## src/rtl/fifo_rd_pkg.sv

```systemverilog
// Shared types and constants for the FIFO read-side stream engine.
package fifo_rd_pkg;

   localparam int DATA_WIDTH_DEF = 8;
   localparam int BURST_CNT_W    = 16;

   typedef enum logic [1:0] {
      BUF_EMPTY = 2'd0,
      BUF_ONE   = 2'd1,
      BUF_TWO   = 2'd2
   } buf_state_t;

endpackage

```

## src/rtl/fifo_rd_skid.sv

```systemverilog
// Two-entry holding buffer between the FIFO read port and the stream output.
// Entry order is head (presented) then tail; the state doubles as the occupancy count.
module fifo_rd_skid
   import fifo_rd_pkg::*;
#(
   parameter int DATA_WIDTH = DATA_WIDTH_DEF
) (
   input  logic                  clk,
   input  logic                  rst_n,
   input  logic                  cap,
   input  logic [DATA_WIDTH-1:0] cap_data,
   input  logic                  pop,
   output logic [DATA_WIDTH-1:0] head,
   output buf_state_t            state
);

   buf_state_t            state_q, state_d;
   logic [DATA_WIDTH-1:0] head_q, head_d;
   logic [DATA_WIDTH-1:0] tail_q, tail_d;

   always_comb begin
      state_d = state_q;
      head_d  = head_q;
      tail_d  = tail_q;
      case (state_q)
         BUF_EMPTY: begin
            if (cap) begin
               head_d  = cap_data;
               state_d = BUF_ONE;
            end
         end
         BUF_ONE: begin
            case ({cap, pop})
               2'b10: begin
                  tail_d  = cap_data;
                  state_d = BUF_TWO;
               end
               2'b01: state_d = BUF_EMPTY;
               2'b11: head_d = cap_data;
               default: ;
            endcase
         end
         BUF_TWO: begin
            // Issue credits keep a capture from landing here without a pop.
            if (pop) begin
               head_d = tail_q;
               if (cap) tail_d = cap_data;
               else     state_d = BUF_ONE;
            end
         end
         default: state_d = BUF_EMPTY;
      endcase
   end

   always_ff @(posedge clk or negedge rst_n) begin
      if (!rst_n) begin
         state_q <= BUF_EMPTY;
         head_q  <= '0;
         tail_q  <= '0;
      end else begin
         state_q <= state_d;
         head_q  <= head_d;
         tail_q  <= tail_d;
      end
   end

   assign head  = head_q;
   assign state = state_q;

endmodule

```

## src/rtl/fifo_rd_stream.sv

```systemverilog
// Drains a synchronous FIFO into a valid/ready stream, hiding the one-cycle read latency.
// Optional FIFO_RD_STREAM_STATS_EN adds word_cnt / stall_cnt counters.
module fifo_rd_stream
   import fifo_rd_pkg::*;
#(
   parameter int DATA_WIDTH = DATA_WIDTH_DEF,
   parameter int BURST_LEN  = 4,
   parameter int BUF_DEPTH  = 2
) (
   input  logic                  clk,
   input  logic                  rst_n,
   input  logic                  rd_enable,
   input  logic                  fifo_empty,
   input  logic [DATA_WIDTH-1:0] fifo_data_out,
   output logic                  fifo_r_en,
   output logic [DATA_WIDTH-1:0] m_data,
   output logic                  m_valid,
   output logic                  m_last,
   input  logic                  m_ready
`ifdef FIFO_RD_STREAM_STATS_EN
   ,
   output logic [31:0]           word_cnt,
   output logic [31:0]           stall_cnt
`endif
);

   localparam logic [BURST_CNT_W-1:0] LAST_IDX = BURST_CNT_W'(BURST_LEN - 1);

   buf_state_t             buf_state;
   logic [1:0]             buf_cnt;
   logic                   pop;
   logic [2:0]             occ, lim;
   logic                   inflight_q, inflight_d;
   logic [BURST_CNT_W-1:0] burst_cnt_q, burst_cnt_d;

   assign buf_cnt = buf_state;
   assign m_valid = (buf_state != BUF_EMPTY);
   assign pop     = m_valid & m_ready;

   // A read may issue when buffered + in-flight words fit, counting the slot a pop frees now.
   assign occ       = {1'b0, buf_cnt} + {2'b00, inflight_q};
   assign lim       = 3'(BUF_DEPTH) + {2'b00, pop};
   assign fifo_r_en = rst_n & rd_enable & ~fifo_empty & (occ < lim);

   assign m_last = m_valid & (burst_cnt_q == LAST_IDX);

   always_comb begin
      inflight_d  = fifo_r_en;
      burst_cnt_d = burst_cnt_q;
      if (pop)
         burst_cnt_d = (burst_cnt_q == LAST_IDX) ? '0 : burst_cnt_q + 1'b1;
   end

   always_ff @(posedge clk or negedge rst_n) begin
      if (!rst_n) begin
         inflight_q  <= 1'b0;
         burst_cnt_q <= '0;
      end else begin
         inflight_q  <= inflight_d;
         burst_cnt_q <= burst_cnt_d;
      end
   end

   fifo_rd_skid #(
      .DATA_WIDTH (DATA_WIDTH)
   ) u_skid (
      .clk      (clk),
      .rst_n    (rst_n),
      .cap      (inflight_q),
      .cap_data (fifo_data_out),
      .pop      (pop),
      .head     (m_data),
      .state    (buf_state)
   );

`ifdef FIFO_RD_STREAM_STATS_EN
   logic [31:0] word_cnt_q, word_cnt_d;
   logic [31:0] stall_cnt_q, stall_cnt_d;

   always_comb begin
      word_cnt_d  = word_cnt_q + {31'd0, pop};
      stall_cnt_d = stall_cnt_q + {31'd0, m_valid & ~m_ready};
   end

   always_ff @(posedge clk or negedge rst_n) begin
      if (!rst_n) begin
         word_cnt_q  <= '0;
         stall_cnt_q <= '0;
      end else begin
         word_cnt_q  <= word_cnt_d;
         stall_cnt_q <= stall_cnt_d;
      end
   end

   assign word_cnt  = word_cnt_q;
   assign stall_cnt = stall_cnt_q;
`endif

endmodule

```

## config.mk

```make
export PLATFORM = sky130hd
export DESIGN_NAME = fifo_rd_stream
export DESIGN_NICKNAME = d
export VERILOG_FILES = /design/src/rtl/fifo_rd_pkg.sv /design/src/rtl/fifo_rd_skid.sv /design/src/rtl/fifo_rd_stream.sv
export SDC_FILE = /design/constraint.sdc
export NUM_CORES = 1
export LEC_CHECK = 0
export BUFFER_PORTS_ARGS = -buffer_cell sky130_fd_sc_hd__buf_2
export CAP_MARGIN = 20
export CORE_UTILIZATION = 40
export CTS_CLUSTER_DIAMETER = 150
export DETAILED_ROUTE_END_ITERATION = 8
export GPL_TIMING_DRIVEN = 0
export PLACE_DENSITY = 0.71
export SKIP_LAST_GASP = 1
export SYNTH_ARGS = -nofsm -noshare
export SYNTH_HDL_FRONTEND = slang
export SYNTH_SLANG_ARGS = --single-unit
export TNS_END_PERCENT = 5
```

## constraint.sdc

```tcl
create_clock -name clk -period 1.69 [get_ports clk]
set_input_delay 0.0845 -clock clk [delete_from_list [all_inputs] [get_ports clk]]
set_output_delay 0.0845 -clock clk [all_outputs]
set_load 0.01 [all_outputs]
```

==> impl_metrics.json <==
{
  "cap_violations": 0,
  "wire_per_inst_um": 14.3,
  "fillers": 325,
  "cp_max_fo": 4,
  "drive_above_1_share_pct": 44.3,
  "io_pins": 24,
  "numCtsBuffers": 5,
  "rsz0062_at_grt": "yes",
  "htreeDepth": 2,
  "dieWidth_um": 66.2,
  "irDropWorstVdd_v": 0.000775,
  "rows": 22,
  "drtAntennaViolNets": 0,
  "fin_total_pwr_w": 0.00227,
  "die_area_um2": 4390,
  "synth-seq-area-share_pct": 53.1,
  "syn_area_um2": 1650,
  "clock_path_buffers": 2,
  "cp.arrival_ns": 1.59,
  "min_path_type": "primary input to async pin",
  "final_hold_viol_count": 35,
  "antenna_found_initial": 0,
  "n_antenna_cell": 0,
  "overflow": 0,
  "synth-edff-count": 0,
  "wl_mm": 3.18,
  "min_period_ns": 1.68,
  "start_util_pct": 43.4,
  "slowest_delay_ns": 0.44,
  "clk_latency_ns": 0.28,
  "io_buffer_count": 23,
  "cts_tree": "built",
  "seqCellArea_um2": 878,
  "synthCells": 137,
  "max_freq_mhz": 596,
  "gr-usage-all-layers_pct": 16.9,
  "synth_most_common_cell": "dfrtp_1",
  "slew_violations": 0,
  "fin_crit_sh_pct": 99.3,
  "endpoint_kind": "output pin",
  "yosys.area.top_type": "dfrtp_1",
  "grt_pass1_wl_mm": 5.50,
  "path_cells": "ha_2, ha_4, o21ai_2, nor4b_4, buf_2",
  "async_flop_share_pct": 100,
  "violations": "negative hold slack",
  "firstDrtPassIters": 4,
  "ys_ff_latch": 35,
  "die_h_um": 66.2,
  "setup_viol": 0,
  "slew_headroom_pct": 49.4,
  "worst_pin_slew_ns": 0.759,
  "synthTopCellsByCount": "35 x dfrtp_1, 24 x mux2_2, 14 x nand2_1, 10 x xnor2_1",
  "yosys.cell_types.count": 26,
  "grt_max_degree": 37,
  "hpwl_mm": 2.16,
  "drt_iter0_drc": 18,
  "crit_slowest_cell": "dfrtp_2",
  "ys_warn_count": 0,
  "synth.top_cell.area_share_pct": 53.1,
  "synthTopCellsByArea": "dfrtp_1 53%, mux2_2 16%, xnor2_1 5.3%",
  "drc": 0,
  "cts.root.buffer_cell": "clkbuf_8",
  "cp.required_ns": 1.61,
  "synth_nets": 153,
  "crit-reg2reg-launch": "u_skid.state[1]",
  "worst-setup-path-type": "flop to output pin",
  "p_leak_nw": 0.914,
  "cts.sinks": 35,
  "startpoint": "u_skid.state[0]",
  "post-route-cell-area_um2": 2030,
  "place_congestion": 0.741,
  "power_density_nw_per_um2": 1120,
  "grt_pass1_vias": 1235,
  "start_kind": "flop",
  "coreArea_um2": 3800,
  "skew_ns": 0.00475,
  "multi_input_area_um2": 836,
  "finish.net_count": 189,
  "status": "complete, but fails checks",
  "place_area_um2": 1830,
  "clkTransAtPathRegs_ns": 0.07,
  "timing.hold.ws_ns": -0.131,
  "vias": 1171,
  "via_per_inst": 5.27,
  "areaGrowthSynthToFinish_pct": 23.3,
  "ys.flop_type": "dfrtp_1",
  "synth.avg_cell_area_um2": 12.0
}
[registers in the layout, indices dropped and copies added (netlist names)]
signal,flops
burst_cnt_q,16
inflight_q,1
u_skid.head,8
u_skid.state,2
u_skid.tail_q,8
[cell families after synthesis]
family	share of synthesized area (%)
xor gates and xnor gates	6.90
adders and majority gates	2.27
AOI/OAI and AO/OA	4.70
and+or+nand+nor	15.7
DFF	53.1
buffers and inverters	0.985
muxes	16.4
[path summary, 6_finish.rpt]
path | endpoint | cells past startpoint | slack, ns
min in group clk | u_skid.tail_q[7] | 2 | 0.05
worst min register to register | burst_cnt_q[15] | 1 | 0.48
worst min-delay path | burst_cnt_q[2] | 1 | -0.13
worst max-delay path | fifo_r_en | 5 | 0.01
max in group asynchronous | u_skid.state[1] | 1 | 1.29
worst max register to register | u_skid.head[6] | 4 | 0.05
[placed cells by master, fill, tap and decap left out, drive strengths merged, types with 2 or more instances in the layout]
cell,n
xnor2,10
dfrtp,35
a21oi,2
nor2b,4
clkbuf,7
buf,30
mux2,24
nor4,3
nor4b,2
or2,2
a31oi,2
xor2,3
and3,2
inv,3
nand2,14
nand3,6
ha,3
o21ai,8
nor2,2
nor3,5
nand4,3
[timing repair]
item,in CTS,in global routing
pin swaps,1,1
hold endpoints to repair,35,35
gates cloned,0,0
endpoints found under the setup margin,9,18
buffers inserted,5,1
resized for setup,12,5
[critical path: cells and delay by family, from the launching register on]
family | cells | cell delay, ns
AOI/OAI and AO/OA | 1 | 0.06
adders and majority gates | 2 | 0.42
and+or+nand+nor | 1 | 0.22
DFF | 1 | 0.44
buffers and inverters | 1 | 0.17
[layout make-up]
cell class / instances / area share (%)
Tap cell: 48 / 2.95
Buffer: 1 / 0.369
Clock inverter: 1 / 0.246
Multi-Input combinational cell: 98 / 41.1
Sequential cell: 35 / 43.2
Clock buffer: 7 / 3.75
Timing Repair Buffer: 29 / 7.87
Inverter: 3 / 0.554
[report_power, final]
part | internal, W | switching [W] | leakage (nW) | total [W]
clock | 0.000289 | 0.000283 | 0.0422 | 0.000572
combinational | 0.000290 | 0.000241 | 0.424 | 0.000531
sequential | 0.00103 | 0.000141 | 0.448 | 0.00117
total | 0.00161 | 0.000665 | 0.914 | 0.00227
[through the flow]
step	instances	hold WS, ns	setup slack [ns]	TNS [ns]	utilization (%)
after global placement	208	0.193	-0.0232	-0.144	48.1
after CTS	221	-0.102	-0.0235	-0.0293	52.6
after floorplan	137	-0.211	0.0469	0	-
after detailed placement	208	0.203	-0.0827	-0.580	48.1
after global routing	222	-0.0635	-0.0502	-0.116	53.6
final	222	-0.131	0.0112	0	53.6
[metal layers]
metal  GRT usage (%)  wire, um  share of wire (%)
met3            4.83       138                4.3
met2            28.7      1550                 49
met4            8.24        91                2.9
met1            19.2      1400                 44
met5               0         0                  0
Power figures use the tool's default switching activity.
